## src/rtl/fifo_rd_sched_pkg.sv

```systemverilog
// Shared types and defaults for the FIFO read-port burst scheduler.
package fifo_rd_sched_pkg;

    localparam int unsigned BLEN_W_DEF = 2;

    typedef enum logic [1:0] {
        ST_IDLE  = 2'd0,
        ST_GRANT = 2'd1,
        ST_XFER  = 2'd2
    } state_t;

    // Index width for a requester pointer; never narrower than one bit.
    function automatic int unsigned ptr_width(input int unsigned n);
        return (n > 1) ? $clog2(n) : 1;
    endfunction

endpackage

```

## src/rtl/fifo_rd_sched_rr_arbiter.sv

```systemverilog
// Combinational round-robin picker: first active request at or after rr_ptr wins.
module rr_arbiter #(
    parameter int unsigned NUM_REQ = 4,
    parameter int unsigned PTR_W   = 2
) (
    input  logic [NUM_REQ-1:0] req,
    input  logic [PTR_W-1:0]   rr_ptr,
    output logic [NUM_REQ-1:0] o_gnt_c,
    output logic [PTR_W-1:0]   o_idx_c,
    output logic               o_any_c
);

    int unsigned w_idx;

    always_comb begin
        o_gnt_c = '0;
        o_idx_c = '0;
        o_any_c = 1'b0;
        w_idx   = 0;
        for (int unsigned k = 0; k < NUM_REQ; k++) begin
            w_idx = 32'(rr_ptr) + k;
            if (w_idx >= NUM_REQ) begin
                w_idx = w_idx - NUM_REQ;
            end
            if (!o_any_c && req[PTR_W'(w_idx)]) begin
                o_any_c                  = 1'b1;
                o_idx_c                  = PTR_W'(w_idx);
                o_gnt_c[PTR_W'(w_idx)]   = 1'b1;
            end
        end
    end

endmodule

```

## src/rtl/fifo_rd_sched.sv

```systemverilog
// Arbitrates one FIFO read port among NUM_REQ burst requesters and paces pops
// to the granted requester's ready, ending on burst length or request withdrawal.
module fifo_rd_sched
    import fifo_rd_sched_pkg::*;
#(
    parameter int unsigned NUM_REQ    = 4,
    parameter int unsigned DATA_WIDTH = 8,
    parameter int unsigned BLEN_W     = BLEN_W_DEF
) (
    input  logic                        r_Clk,
    input  logic                        r_Rst,
    input  logic                        fifo_Empty,
    input  logic [DATA_WIDTH-1:0]       fifo_Rdata,
    output logic                        r_Inc,
    input  logic [NUM_REQ-1:0]          req,
    input  logic [NUM_REQ*BLEN_W-1:0]   req_Blen,
    output logic [NUM_REQ-1:0]          gnt,
    output logic [DATA_WIDTH-1:0]       rd_Data,
    output logic                        rd_Valid,
    input  logic [NUM_REQ-1:0]          rd_Ready,
    output logic                        burst_Done,
    output logic                        burst_Abort
);

    localparam int unsigned PTR_W = ptr_width(NUM_REQ);

    state_t               r_state,    w_state_nxt;
    logic [NUM_REQ-1:0]   r_gnt,      w_gnt_nxt;
    logic [PTR_W-1:0]     r_gidx,     w_gidx_nxt;
    logic [PTR_W-1:0]     r_rr_ptr,   w_rr_ptr_nxt;
    logic [BLEN_W-1:0]    r_blen,     w_blen_nxt;
    logic [BLEN_W-1:0]    r_beat_cnt, w_beat_cnt_nxt;
    logic                 r_done,     w_done_nxt;
    logic                 r_abort,    w_abort_nxt;

    logic [NUM_REQ-1:0]   w_arb_gnt;
    logic [PTR_W-1:0]     w_arb_idx;
    logic                 w_arb_any;
    logic [BLEN_W-1:0]    w_sel_blen;
    logic                 w_req_g;
    logic                 w_rdy_g;
    logic [PTR_W-1:0]     w_ptr_inc;
    logic                 w_valid;
    logic                 w_inc;

    rr_arbiter #(
        .NUM_REQ (NUM_REQ),
        .PTR_W   (PTR_W)
    ) u_arb (
        .req     (req),
        .rr_ptr  (r_rr_ptr),
        .o_gnt_c (w_arb_gnt),
        .o_idx_c (w_arb_idx),
        .o_any_c (w_arb_any)
    );

    // Burst length of the arbitration winner, captured only at grant.
    always_comb begin
        w_sel_blen = '0;
        for (int unsigned i = 0; i < NUM_REQ; i++) begin
            if (w_arb_gnt[i]) begin
                w_sel_blen = w_sel_blen | req_Blen[i*BLEN_W +: BLEN_W];
            end
        end
    end

    assign w_req_g   = |(req & r_gnt);
    assign w_rdy_g   = |(rd_Ready & r_gnt);
    assign w_ptr_inc = (r_gidx == PTR_W'(NUM_REQ - 1)) ? '0 : r_gidx + PTR_W'(1);

    always_ff @(posedge r_Clk or negedge r_Rst) begin
        if (!r_Rst) begin
            r_state    <= ST_IDLE;
            r_gnt      <= '0;
            r_gidx     <= '0;
            r_rr_ptr   <= '0;
            r_blen     <= '0;
            r_beat_cnt <= '0;
            r_done     <= 1'b0;
            r_abort    <= 1'b0;
        end else begin
            r_state    <= w_state_nxt;
            r_gnt      <= w_gnt_nxt;
            r_gidx     <= w_gidx_nxt;
            r_rr_ptr   <= w_rr_ptr_nxt;
            r_blen     <= w_blen_nxt;
            r_beat_cnt <= w_beat_cnt_nxt;
            r_done     <= w_done_nxt;
            r_abort    <= w_abort_nxt;
        end
    end

    always_comb begin
        w_state_nxt    = r_state;
        w_gnt_nxt      = r_gnt;
        w_gidx_nxt     = r_gidx;
        w_rr_ptr_nxt   = r_rr_ptr;
        w_blen_nxt     = r_blen;
        w_beat_cnt_nxt = r_beat_cnt;
        w_done_nxt     = 1'b0;
        w_abort_nxt    = 1'b0;
        w_valid        = 1'b0;
        w_inc          = 1'b0;

        case (r_state)
            ST_IDLE: begin
                if (w_arb_any) begin
                    w_state_nxt    = ST_GRANT;
                    w_gnt_nxt      = w_arb_gnt;
                    w_gidx_nxt     = w_arb_idx;
                    w_blen_nxt     = w_sel_blen;
                    w_beat_cnt_nxt = '0;
                end
            end

            ST_GRANT: begin
                w_state_nxt = ST_XFER;
            end

            ST_XFER: begin
                w_valid = ~fifo_Empty & w_req_g;
                w_inc   = w_valid & w_rdy_g;
                // A withdrawn request wins over a final beat: nothing pops, burst aborts.
                if (!w_req_g) begin
                    w_state_nxt  = ST_IDLE;
                    w_gnt_nxt    = '0;
                    w_rr_ptr_nxt = w_ptr_inc;
                    w_done_nxt   = 1'b1;
                    w_abort_nxt  = 1'b1;
                end else if (w_inc) begin
                    w_beat_cnt_nxt = r_beat_cnt + BLEN_W'(1);
                    if (r_beat_cnt == r_blen) begin
                        w_state_nxt  = ST_IDLE;
                        w_gnt_nxt    = '0;
                        w_rr_ptr_nxt = w_ptr_inc;
                        w_done_nxt   = 1'b1;
                    end
                end
            end

            default: begin
                w_state_nxt = ST_IDLE;
                w_gnt_nxt   = '0;
            end
        endcase
    end

    assign rd_Valid    = w_valid;
    assign r_Inc       = w_inc;
    assign rd_Data     = fifo_Rdata;
    assign gnt         = r_gnt;
    assign burst_Done  = r_done;
    assign burst_Abort = r_abort;

endmodule

```

## config.mk

```make
export PLATFORM = sky130hd
export DESIGN_NAME = fifo_rd_sched
export DESIGN_NICKNAME = d
export VERILOG_FILES = /design/src/rtl/fifo_rd_sched_pkg.sv /design/src/rtl/fifo_rd_sched_rr_arbiter.sv /design/src/rtl/fifo_rd_sched.sv
export SDC_FILE = /design/constraint.sdc
export NUM_CORES = 1
export LEC_CHECK = 0
export ABC_AREA = 0
export CORE_MARGIN = 4
export CORE_UTILIZATION = 35
export DETAILED_ROUTE_END_ITERATION = 16
export SYNTH_ARGS = -nofsm -noshare
export SYNTH_HDL_FRONTEND = slang
export SYNTH_SLANG_ARGS = --single-unit
export TNS_END_PERCENT = 20
```

## constraint.sdc

```tcl
create_clock -name r_Clk -period 3.1 [get_ports r_Clk]
set_input_delay 0.62 -clock r_Clk [delete_from_list [all_inputs] [get_ports r_Clk]]
set_output_delay 0.62 -clock r_Clk [all_outputs]
set_load 0.05 [all_outputs]
```

* After elaboration in Yosys (flattened, before gate mapping)
Cells that the tools add are included.
Cells by class: shift operators 0, bitwise operators 12, reductions and logical operators 19, order comparisons 12, divide/modulo/power cells 0, $mul 0, muxes and demuxes 62, add/sub/neg operators 9, eq/ne operators 11
Operators with widths (number):
- 2-to-1 mux 2 bit | 23
- 2-to-1 mux 4 bit | 8
- 2-to-1 mux 1 bit | 20
- < comparator 2 x 3 -> 1 bit (second input constant) | 4
- bitwise OR 4 bit | 3
- case mux 4 bit (3 select lines) | 1
- >= comparator 3 bit (second input constant) | 3
- bitwise AND 4 bit | 2
- binary-select mux 1 bit (select 2 bit) | 4
- demux 1 bit (select 2 bit) | 4
- >= comparator 2 x 1 -> 1 bit (second input constant) | 4
- AND reduction 4 bit | 2
- OR reduction 4 bit | 2
- subtractor 2 x 1 -> 2 bit (second input constant) | 4
- logical AND 1 bit | 7
- adder 2 x 2 -> 3 bit (second input constant) | 2
- inequality test 2 x 1 -> 1 bit (second input constant) | 3
- inequality test 3 bit (second input constant) | 2
- bitwise OR 2 bit | 3
- case mux 2 bit (3 select lines) | 1
- AND reduction 3 bit | 2
- adder 2 x 1 -> 2 bit (second input constant) | 2
- equality test 2 bit (second input constant) | 2
- inequality test 2 bit (second input constant) | 2
- other kinds (11) | 15
Word-level totals: bits in latches 0, logic and storage cells 133, memories kept 0, bits of input ports 27, bits in read-only memories 0, register bits 16, RAM bits 0

* Longest topological paths before layout
depth after elaboration 21, depth in mapped cells 9, gate-level depth less buffers 7

* Modules after synthesis
A second synthesis with hierarchy kept.
Unflattened totals: cell total of the unflattened synthesis 123, area, all modules 1293.7 µm²
By module, submodules not included:
- fifo_rd_sched | seq. area each 400.4 µm², times used 1, area an instance 874.6 µm², cells each 78
- rr_arbiter | seq. area each 0.0 µm², times used 1, area an instance 419.2 µm², cells each 45

* Least setup slack after synthesis
OpenSTA, ideal clock, no wires.
path type input-to-output, start input req[2], end output r_Inc, required time 2480 ps, arrival time 2524 ps, path buffers 1, setup slack -44 ps, stages 4, cell sequence clkbuf_1 a22oi_1 a21oi_1 nor3b_1
On the way: cells in the longest elaborated chain, start to end 5
RTL lines:
- start, declared | RTL line fifo_rd_sched.sv:15 | input logic [NUM_REQ-1:0] req,
- bitwise AND 4 bit | RTL line fifo_rd_sched.sv:67 | assign w_req_g = |(req & r_gnt);
- OR reduction 4 bit | RTL line fifo_rd_sched.sv:67
- bitwise AND 1 bit | RTL line fifo_rd_sched.sv:121 | w_valid = ~fifo_Empty & w_req_g;
- bitwise AND 1 bit | RTL line fifo_rd_sched.sv:122 | w_inc = w_valid & w_rdy_g;
- 2-to-1 mux 1 bit | RTL line fifo_rd_sched.sv:105 | case (r_state)
- end, declared | RTL line fifo_rd_sched.sv:14 | output logic r_Inc,
No other way between the ends.

* Worst setup path in the final report
Ends and elaborated chain as after synthesis.

==> metrics.csv <==
stage,metric,value,unit
setup_path,CP max stage cell,clkdlybuf4s50_1,
cts,clock-pin slew on the worst setup and hold paths,0.07,ns
global_routing,first-pass GRT wire length,6.90,mm
logic_synthesis,Post-synth ARST share,100,%
final_layout,layout cells sized above 1,15.3,%
timing,slew of the pin with the lowest slew margin,0.709,ns
die,I/O pin total,43,
die,Rows,24,
cts,Post-CTS Hold Buffers,0,
die,die width,75.7,µm
min_path,worst hold path class,flop to flop,
logic_synthesis,Yosys reg bits,16,
cts,worst skew pair latency,0.25,ns
cts,root buf cell,clkbuf_8,
global_routing,initial antenna violation count,0,
detailed_routing,DRT met1 WL,1.98,mm
timing,RSZ-0062 raised after global routing,false,
logic_synthesis,Post-synth EDFFs,0,
detailed_routing,metal2 WL,2.14,mm
setup_path,"slowest stage delay, CP",0.55,ns
setup_path,Worst setup SP type,input port,
setup_path,end of the worst register-to-register path,r_blen[0],
setup_path,critical path buffer and inverter count,3,
detailed_routing,"antenna viol nets, final",0,
power_and_ir_drop,P per Cell Area,1010,mW/mm²
global_routing,vias in the first global route,1453,
setup_path,CP Depth,6,
cts,Post-CTS Resized,0,
global_routing,total track usage,15.5,%
setup_path,r2r worst-path depth,7,
setup_path,CP endpoint kind,output pin,
min_path,WHS Path Cells,1,
placement,routability cong.,0.853,
detailed_routing,DR pass1 iterations,4,
cts,clock buffer depth,2,
cts,Num CTS Buffers,3,
setup_path,Worst EP arrival,2.35,ns
run_status,outcome,"finished, final reports clean",
job,Max Cap Violations,0,
setup_path,"setup slack, reg-to-reg",0.53,ns
detailed_routing,drt via density,5.82,
detailed_routing,Total Routed Length,4.30,mm
timing,Post-Route Setup TNS,0,ns
die,core box area,0.00438,mm²
cts,Setup Buffers After CTS,0,
final_layout,ANT cells,0,
logic_synthesis,Mapped Avg Cell Area,8.95,µm²
setup_path,CP cell instances,clkdlybuf4s50_1 > buf_4 > a22oi_1 > a21oi_1 > nor3b_2 > buf_12,
setup_path,critical path class,input port to output pin,
final_layout,Final nets,240,
logic_synthesis,register area share after synthesis,25.0,%
final_layout,area grow syn2layout,24.0,%
detailed_routing,Top Metal Used,met4,
die,die area,0.00573,mm²
setup_path,Worst Path Required,2.48,ns
logic_synthesis,synth unique cells,52,
placement,Post-DP HPWL,3.32,mm
cts,clock sinks,16,
final_layout,post-route cell area,0.00199,mm²
logic_synthesis,number of synthesis warnings,0,
logic_synthesis,Post-Syn Area,0.00160,mm²
min_path,hold path start,r_blen[1],
global_routing,total global routing overflow,0,
timing,FMAX,0.337,GHz
logic_synthesis,Synth Net Count,215,
timing,worst rel slew slack,52.6,%
placement,dpl cell area,0.00193,mm²
power_and_ir_drop,Leakage Power,0.788,nW
detailed_routing,DRT iter0 DRCs,110,
die,die height,75.7,µm
timing,Final Critical Period,2.97,ns
timing,Final Cycle Share,95.7,%
min_path,Hold Crit Endpoint,r_blen[1],
detailed_routing,Routed WL per cell,16.9,µm
timing,"Slew Viols, Final",0,
setup_path,Worst path top cell family by delay,buffers and inverters,
cts,CTS tree,done,
detailed_routing,DRC,0,
power_and_ir_drop,peak supply drop,0.000246,V
detailed_routing,routed wl met3,140,µm
setup_path,origin of the critical flop-to-flop path,r_rr_ptr[1],
detailed_routing,vias,1484,
die,initial core utilization,36.6,%
placement,PortBufs,26,
timing,Final Hold Vio Count,0,
global_routing,largest net degree at the start of global routing,27,
setup_path,crit path from,req[2],
cts,H-tree Lvls,1,
timing,clock skew,0.00610,ns
setup_path,"Max FO, Critical Path",12,
timing,Setup Viol. Count Final,0,
logic_synthesis,Cells after Synth,179,
final_layout,number of fill cells,438,
logic_synthesis,ys flop type,dfrtp_1,
## through the flow
step           hold WS [ns]  util (%)  std cells  setup WS, ns  power [mW]
2_1_floorplan         0.324         -        179         0.504        1.46
3_3_place_gp          0.503      44.1        251         0.205        1.79
3_5_place_dp          0.531      44.1        251         0.152        1.81
4_1_cts               0.545      45.3        255         0.144        2.00
5_1_grt               0.559      45.3        255        0.0239        2.16
6_report              0.541      45.3        255         0.132        2.01
## cell usage after synthesis, types with 5 or more instances
master,number,area (µm²)
dfrtp_1,16,400
nor2_1,15,56.3
o21ai_0,11,55.1
ha_1,9,113
nand2_1,9,33.8
a21oi_1,8,40.0
buf_4,8,60.1
clkbuf_1,7,26.3
inv_1,7,26.3
a22o_1,5,43.8
nand2b_1,5,31.3
nor2b_1,5,31.3
o2bb2ai_1,5,43.8
## per-layer routing
| layer | up-vias | global-route usage (%) |
|---|---|---|
| met5 | - | 0 |
| met4 | 0 | 3.30 |
| met3 | 4 | 3.17 |
| met2 | 30 | 26.8 |
| met1 | 718 | 19.8 |
| li1 | 732 | - |
## where the power goes
part	internal (mW)	switching [mW]	leakage [nW]	total, mW
combinational	0.607	0.825	0.559	1.43
clock	0.113	0.0720	0.0288	0.185
sequential	0.299	0.0894	0.200	0.389
total	1.02	0.987	0.788	2.01
## sequential cells by signal, summed over array words and instances (netlist names)
| name | count |
|---|---|
| burst_Done | 1 |
| r_blen | 2 |
| burst_Abort | 1 |
| r_state | 2 |
| r_beat_cnt | 2 |
| gnt | 4 |
| r_rr_ptr | 2 |
| r_gidx | 2 |
## cell families after synthesis
group	after synthesis	share of synthesized area, %
buf+inv	24	8.04
simple gates	54	18.0
fa+ha+maj	9	7.03
compound gates	63	31.3
xor+xnor	2	1.09
flops	16	25.0
mux	11	9.60
## cells in the final DEF, fill, tap and decap left out, types with 2 or more instances in the layout
| cell type | netlist | final |
|---|---|---|
| a22oi_1 | 4 | 4 |
| and2_1 | 3 | 3 |
| o32a_1 | 2 | 2 |
| a22o_1 | 5 | 5 |
| a21oi_1 | 8 | 8 |
| nor2_1 | 15 | 15 |
| nand3_1 | 3 | 3 |
| mux2i_1 | 3 | 3 |
| inv_1 | 7 | 7 |
| nor4_1 | 3 | 3 |
| clkbuf_8 | 0 | 4 |
| o22ai_1 | 4 | 4 |
| nor2b_1 | 5 | 5 |
| a31o_1 | 3 | 3 |
| nand2_1 | 9 | 9 |
| nand2b_1 | 5 | 5 |
| ha_1 | 9 | 9 |
| o2bb2ai_1 | 5 | 5 |
| mux2_2 | 4 | 4 |
| o31ai_1 | 2 | 2 |
| buf_4 | 8 | 11 |
| o21ai_0 | 11 | 11 |
| buf_12 | 0 | 2 |
| xnor2_1 | 2 | 2 |
| nand3b_1 | 3 | 3 |
| clkdlybuf4s50_1 | 0 | 24 |
| a221oi_1 | 3 | 3 |
| mux4_2 | 3 | 3 |
| dfrtp_1 | 16 | 16 |
| or3b_1 | 2 | 2 |
## final cells by class
class | count | area (µm²) | area share [%]
repair buffers | 37 | 363 | 18.3
flip-flops and latches | 16 | 400 | 20.1
clock buffers | 4 | 55.1 | 2.77
multi-input cells | 139 | 1080 | 54.2
well taps | 52 | 65.1 | 3.27
inverters | 7 | 26.3 | 1.32
## worst max path at each step
stage / to / slack [ns]
after global placement: r_Inc / 0.21
after CTS: r_Inc / 0.14
after detailed placement: r_Inc / 0.15
after global routing: r_Inc / 0.02
final: r_Inc / 0.13
after floorplan: r_Inc / 0.50
Power figures use the tool's default switching activity.
